==> src/rtl/mem_access_unit.sv <==
// mem_access_unit: load/store unit between a pipeline request port and a
// 1024-word synchronous-command data memory with combinational read data.
//   clk, rst           clock, asynchronous active-high reset
//   req_valid/ready    request handshake (ready only while idle)
//   req_op/size/sign   load/store, byte/half/word, sign-extend for loads
//   req_addr/wdata     byte address, right-aligned store data
//   resp_valid         one-cycle completion pulse
//   resp_data/err      load result / misalignment flag, zero when not valid
//   MEM                memory command: bit0 read enable, bit1 write enable
//   Addr/Wdata/Rdata   memory word index, write word, read word
module mem_access_unit (
  input  logic        clk,
  input  logic        rst,
  input  logic        req_valid,
  output logic        req_ready,
  input  logic        req_op,
  input  logic [1:0]  req_size,
  input  logic        req_sign,
  input  logic [31:0] req_addr,
  input  logic [31:0] req_wdata,
  output logic        resp_valid,
  output logic [31:0] resp_data,
  output logic        resp_err,
  output logic [1:0]  MEM,
  output logic [31:0] Addr,
  output logic [31:0] Wdata,
  input  logic [31:0] Rdata
);

  typedef enum logic [2:0] {
    S_IDLE, S_LOAD, S_STORE, S_RMW_RD, S_RMW_WR, S_RESP
  } state_t;

  state_t      state_q, state_d;
  logic        op_q, sign_q, err_q;
  logic [1:0]  size_q;
  logic [31:0] addr_q, wdata_q, rdata_q;

  logic        accept, misaligned, mem_active;
  logic [7:0]  byte_v;
  logic [15:0] half_v;
  logic [31:0] load_val, merged;

  assign accept     = req_valid && (state_q == S_IDLE);
  assign misaligned = ((req_size == 2'b01) && req_addr[0]) ||
                      (req_size[1] && (req_addr[1:0] != 2'b00));

  always_comb begin
    state_d = state_q;
    case (state_q)
      S_IDLE: begin
        if (accept) begin
          if (misaligned)       state_d = S_RESP;
          else if (!req_op)     state_d = S_LOAD;
          else if (req_size[1]) state_d = S_STORE;
          else                  state_d = S_RMW_RD;
        end
      end
      S_LOAD, S_STORE, S_RMW_WR: state_d = S_RESP;
      S_RMW_RD:                  state_d = S_RMW_WR;
      S_RESP:                    state_d = S_IDLE;
      default:                   state_d = S_IDLE;
    endcase
  end

  always_ff @(posedge clk or posedge rst) begin
    if (rst) begin
      state_q <= S_IDLE;
      op_q    <= 1'b0;
      sign_q  <= 1'b0;
      err_q   <= 1'b0;
      size_q  <= '0;
      addr_q  <= '0;
      wdata_q <= '0;
      rdata_q <= '0;
    end else begin
      state_q <= state_d;
      if (accept) begin
        op_q    <= req_op;
        sign_q  <= req_sign;
        err_q   <= misaligned;
        size_q  <= req_size;
        addr_q  <= req_addr;
        wdata_q <= req_wdata;
      end
      if (state_q == S_LOAD || state_q == S_RMW_RD) rdata_q <= Rdata;
    end
  end

  // Lane extraction from the captured read word (little-endian lanes).
  always_comb begin
    byte_v = rdata_q[{addr_q[1:0], 3'b000} +: 8];
    half_v = addr_q[1] ? rdata_q[31:16] : rdata_q[15:0];
    case (size_q)
      2'b00:   load_val = {{24{sign_q & byte_v[7]}}, byte_v};
      2'b01:   load_val = {{16{sign_q & half_v[15]}}, half_v};
      default: load_val = rdata_q;
    endcase
  end

  // Read-modify-write merge: only the addressed lane takes the new data.
  always_comb begin
    merged = rdata_q;
    case (size_q)
      2'b00: merged[{addr_q[1:0], 3'b000} +: 8] = wdata_q[7:0];
      2'b01: begin
        if (addr_q[1]) merged[31:16] = wdata_q[15:0];
        else           merged[15:0]  = wdata_q[15:0];
      end
      default: merged = wdata_q;
    endcase
  end

  assign mem_active = (state_q == S_LOAD) || (state_q == S_STORE) ||
                      (state_q == S_RMW_RD) || (state_q == S_RMW_WR);

  always_comb begin
    MEM   = 2'b00;
    Wdata = '0;
    Addr  = mem_active ? {2'b00, addr_q[31:2]} : '0;
    case (state_q)
      S_LOAD, S_RMW_RD: MEM = 2'b01;
      S_STORE: begin
        MEM   = 2'b10;
        Wdata = wdata_q;
      end
      S_RMW_WR: begin
        MEM   = 2'b10;
        Wdata = merged;
      end
      default: ;
    endcase
  end

  assign req_ready  = (state_q == S_IDLE);
  assign resp_valid = (state_q == S_RESP);
  assign resp_err   = resp_valid && err_q;
  assign resp_data  = (resp_valid && !err_q && !op_q) ? load_val : '0;

endmodule

==> config.mk <==
export PLATFORM = sky130hd
export DESIGN_NAME = mem_access_unit
export DESIGN_NICKNAME = d
export VERILOG_FILES = /design/src/rtl/mem_access_unit.sv
export SDC_FILE = /design/constraint.sdc
export NUM_CORES = 1
export LEC_CHECK = 0
export BUFFER_PORTS_ARGS = -buffer_cell sky130_fd_sc_hd__buf_2
export CAP_MARGIN = 25
export CORE_AREA = 2 2 120 122
export DETAILED_ROUTE_END_ITERATION = 10
export DIE_AREA = 0 0 122 124
export GPL_TIMING_DRIVEN = 0
export HOLD_SLACK_MARGIN = 0.06
export PLACE_DENSITY = 0.77
export SETUP_SLACK_MARGIN = 0.15
export SLEW_MARGIN = 40
export SYNTH_ARGS = -nofsm -noshare
export SYNTH_HDL_FRONTEND = slang
export SYNTH_SLANG_ARGS = --single-unit
export TNS_END_PERCENT = 1
==> constraint.sdc <==
create_clock -name clk -period 3.2 [get_ports clk]
set_input_delay 0.64 -clock clk [delete_from_list [all_inputs] [get_ports clk]]
set_output_delay 0.64 -clock clk [all_outputs]
set_load 0.005 [all_outputs]
==> impl_results.md <==
* Starting Density at 0.468
* CP Max Fanout at 5
* Crit path DAT at roughly 2.5 ns
* CP startpoint kind: flip-flop
* Clock Tree Root: clkbuf_16
* Gr usage total at 0.272
* Num ports at roughly 200
* Die Wd at 122 um
* Leakage at ~0.0042 uW
* Average wire per standard cell at 19.7 um
* Xor and xnor area share after synthesis at 0
* First-pass GRT wire length at between 30 and 40 mm
* Die Ht at 124 um
* Pwr Density at between 1000 and 1500 nW/um^2
* Syn Inst Count at 643
* RSZ-0062 raised after global routing: yes
* Worst IR drop on VDD at 0.627 mV
* Syn_area_per_cell at 9.98 um^2
* Post-synth top flop: dfrtp_1
* Syn Std Cell Area at between 6000 and 7000 um^2
* Worst path slowest cell: dfrtp_1
* DIE AREA at 15100 um^2
* EDFF count, synth at 0
* Critical Path RT at 2.56 ns
* Post-synthesis adder-cell area fraction at 0.0113
* Top cell type's share of synthesized area at 0.406
* Min-Delay Path Class: input pin to async pin
* Core Region at between 10000 and 15000 um^2
* Dpl hpwl at about 16 mm
* Total gr overflow at 0
* Post-synthesis compound-gate area fraction at 0.211
* Pwr Total at 9190 uW
* Synthesis-to-layout area growth at 33.3%
* Status: completed
* Final-report hold violation count at 0
* DRT Pass-1 Iters at 5
* Sink Count at approximately 100
* Top delay family on crit path: buffers and inverters
* Antenna diode count at 0
* Largest net degree at the start of global routing at 25
* Synthesis Warnings at 0
* # setup viols final at 0
* Most frequent cell after synthesis: dfrtp_1
* CTS clk-pin slew, worst paths at roughly 0.08 ns
* Layout fillers at around 1200
* H-tree depth at 3
* Via density at roughly 5.7
* FF+latch area at between 2000 and 3000 um^2
* Max stage delay on crit path at 0.42 ns
* Count of max-cap constraint violations at 0
* Cell Chain, Critical Path: buf_8, inv_6, buf_8, ha_4, nor4bb_4, buf_4, buf_4, buf_6, a22oi_1, o22ai_4, a21o_1, buf_2
* Pre-CTS setup slack at -0.879 ns
* Remaining DRCs at 0
* CP Buf/Inv Count at 7
* Crit. End Element: output port
* Clk_lat worst skew at between 0.3 and 0.4 ns
* Max Buffers Root-to-Sink at 2
* Final period utilization at 0.981
* Setup WS post-layout at about 0.06 ns
* Synth area leaders: dfrtp_1 (41%), mux2_2 (17%), a21o_1 (3.3%), and2_1 (3.1%), nand2_1 (2.9%)
* WL met1 at ~8.5 mm
* Met3 wire length at approximately 2.0 mm
* Vias in the first global route at between 5000 and 6000
* Initial antenna violation count at 0
* Ratio of cells with drive above 1 in the final layout at 0.478
* Met2 wire len at a little under 10 mm
* Uppermost layer routed: met4
* Largest family of logic cells by synthesized area: compound AO/OA/AOI/OAI gates
* Fin nets at roughly 1000
* Ys async rst share at 1.00
* Yosys cell types at between 50 and 60
* Slew headroom at 0.649
* Total wire length at approximately 21 mm
* Slew @ Worst Pin at roughly 0.53 ns
* Post-synth top cells: dfrtp_1 (104), mux2_2 (95), nand2_1 (50)
* Multi-input gate area in the final layout at 3740 um^2
* PortBufs at about 200
* TritonCTS clock tree: yes
* Crit path kind: flip-flop to output port
* FMAX at approximately 0.32 GHz
* Period minus WS final at between 3 and 4 ns
* GP Congestion at around 0.93
* FP Rows at between 40 and 50
* Flops & latches, synth at about 100
* Sequential area share after synthesis at 0.406
* Initial DRC Count at ~570
* Clock buffers created by TritonCTS at 9
* Antenna Violating Nets Remaining at 0
* Post-synthesis mux area share at 0.193
* Final max-slew violation count at 0
* Total vias in the final route at 6034
* Post-synth top area cell: dfrtp_1
* Skew final at 0.0110 ns
* Post-Synth Simple-Gate Area at 0.122
-- placed cells by master (no fill, tap or decap), types with 3 or more instances in the layout --
| cell type | netlist | routed |
|---|---|---|
| buf_12 | 0 | 3 |
| nand2b_1 | 4 | 4 |
| o21a_1 | 8 | 8 |
| a21oi_1 | 24 | 23 |
| a2bb2oi_1 | 9 | 4 |
| or3b_2 | 3 | 3 |
| o21ai_1 | 9 | 15 |
| o221a_2 | 7 | 7 |
| buf_6 | 3 | 7 |
| o221ai_1 | 3 | 3 |
| o22ai_4 | 0 | 5 |
| dfrtp_1 | 104 | 102 |
| nand2_1 | 50 | 50 |
| mux2i_1 | 17 | 17 |
| clkbuf_1 | 32 | 21 |
| a22o_1 | 9 | 9 |
| o22ai_1 | 10 | 3 |
| mux2_2 | 95 | 95 |
| a22oi_1 | 17 | 14 |
| nor2b_1 | 13 | 13 |
| a221oi_1 | 10 | 8 |
| o21ai_0 | 37 | 28 |
| a2bb2oi_2 | 0 | 5 |
| inv_8 | 0 | 3 |
| buf_2 | 16 | 213 |
| a22oi_2 | 0 | 3 |
| buf_4 | 4 | 19 |
| nor2_1 | 21 | 21 |
| a31oi_1 | 7 | 7 |
| o21ai_2 | 0 | 3 |
| nor3b_1 | 8 | 7 |
| a21o_1 | 28 | 27 |
| clkbuf_2 | 0 | 9 |
| clkbuf_16 | 0 | 9 |
| inv_1 | 20 | 17 |
| a32o_1 | 7 | 7 |
| and2_1 | 32 | 32 |
-- layout make-up --
type | instances | area share
multi-input combinational | 460 | 0.437
sequential | 104 | 0.305
timing repair buffer | 219 | 0.142
buffer | 60 | 0.0427
clock buffer | 9 | 0.0263
tap | 180 | 0.0263
clock inverter | 7 | 0.0107
inverter | 20 | 0.0102
-- sequential cells by signal, indices dropped and copies added, names as in the netlist --
signal,flops
size_q,2
rdata_q,32
state_q,3
err_q,1
op_q,1
sign_q,1
wdata_q,32
addr_q,32
-- report_power, final --
group,total (uW),internal [uW],switching (uW),leakage (uW)
clock network,1160,571,589,0.000155
logic,5210,2580,2640,0.00279
registers,2820,1980,837,0.00123
total,9190,5130,4060,0.00418
-- timing repair --
action                                  4_1_cts  5_1_grt
resized for setup                            21       87
setup buffers                                 6        8
gates cloned                                  0        0
hold buffers                                  0        0
endpoints found under the setup margin       56       64
pin swaps                                     2       15
endpoints found under the hold margin         0        0
-- through the flow --
stage	hold slack (ns)	cells	util	setup TNS, ns	cell area [um^2]
2_1_floorplan	0.472	644	-	0	6420
6_report	0.302	1059	0.623	0	8550
3_3_place_gp	0.481	1025	0.558	-9.63	7650
4_1_cts	0.311	1051	0.597	0	8190
5_1_grt	0.328	1059	0.623	-0.0550	8550
3_5_place_dp	0.487	1029	0.565	-9.22	7750
-- layer usage --
| metal | vias to the layer above | GRT usage |
|---|---|---|
| met5 | - | 0 |
| met4 | 0 | 0.0869 |
| met3 | 46 | 0.0847 |
| met2 | 321 | 0.430 |
| met1 | 2875 | 0.358 |
| li1 | 2792 | - |
-- logic make-up (layout without fill, tap and decap cells) --
kind of cell / Yosys count / count (layout)
AO/OA/AOI/OAI: 192 / 192
flip-flops: 104 / 104
AND/OR/NAND/NOR: 148 / 148
adder cells (fa/ha/maj): 6 / 6
buffers and inverters: 80 / 315
multiplexers: 112 / 112
other: 1 / 2
-- final timing paths --
kind	start	endpoint	slack, ns	depth (start not counted)
setup / recovery	addr_q[1]	Wdata[24]	0.06	12
hold / removal	rst	wdata_q[12]	0.30	2
setup reg to reg	state_q[0]	addr_q[25]	0.98	7
hold reg to reg	addr_q[31]	addr_q[31]	0.50	1
max in group asynchronous	rst	state_q[1]	2.19	4
min in group clk	req_addr[17]	addr_q[17]	0.49	2
Note: power is estimated with default switching activity, not from simulation.
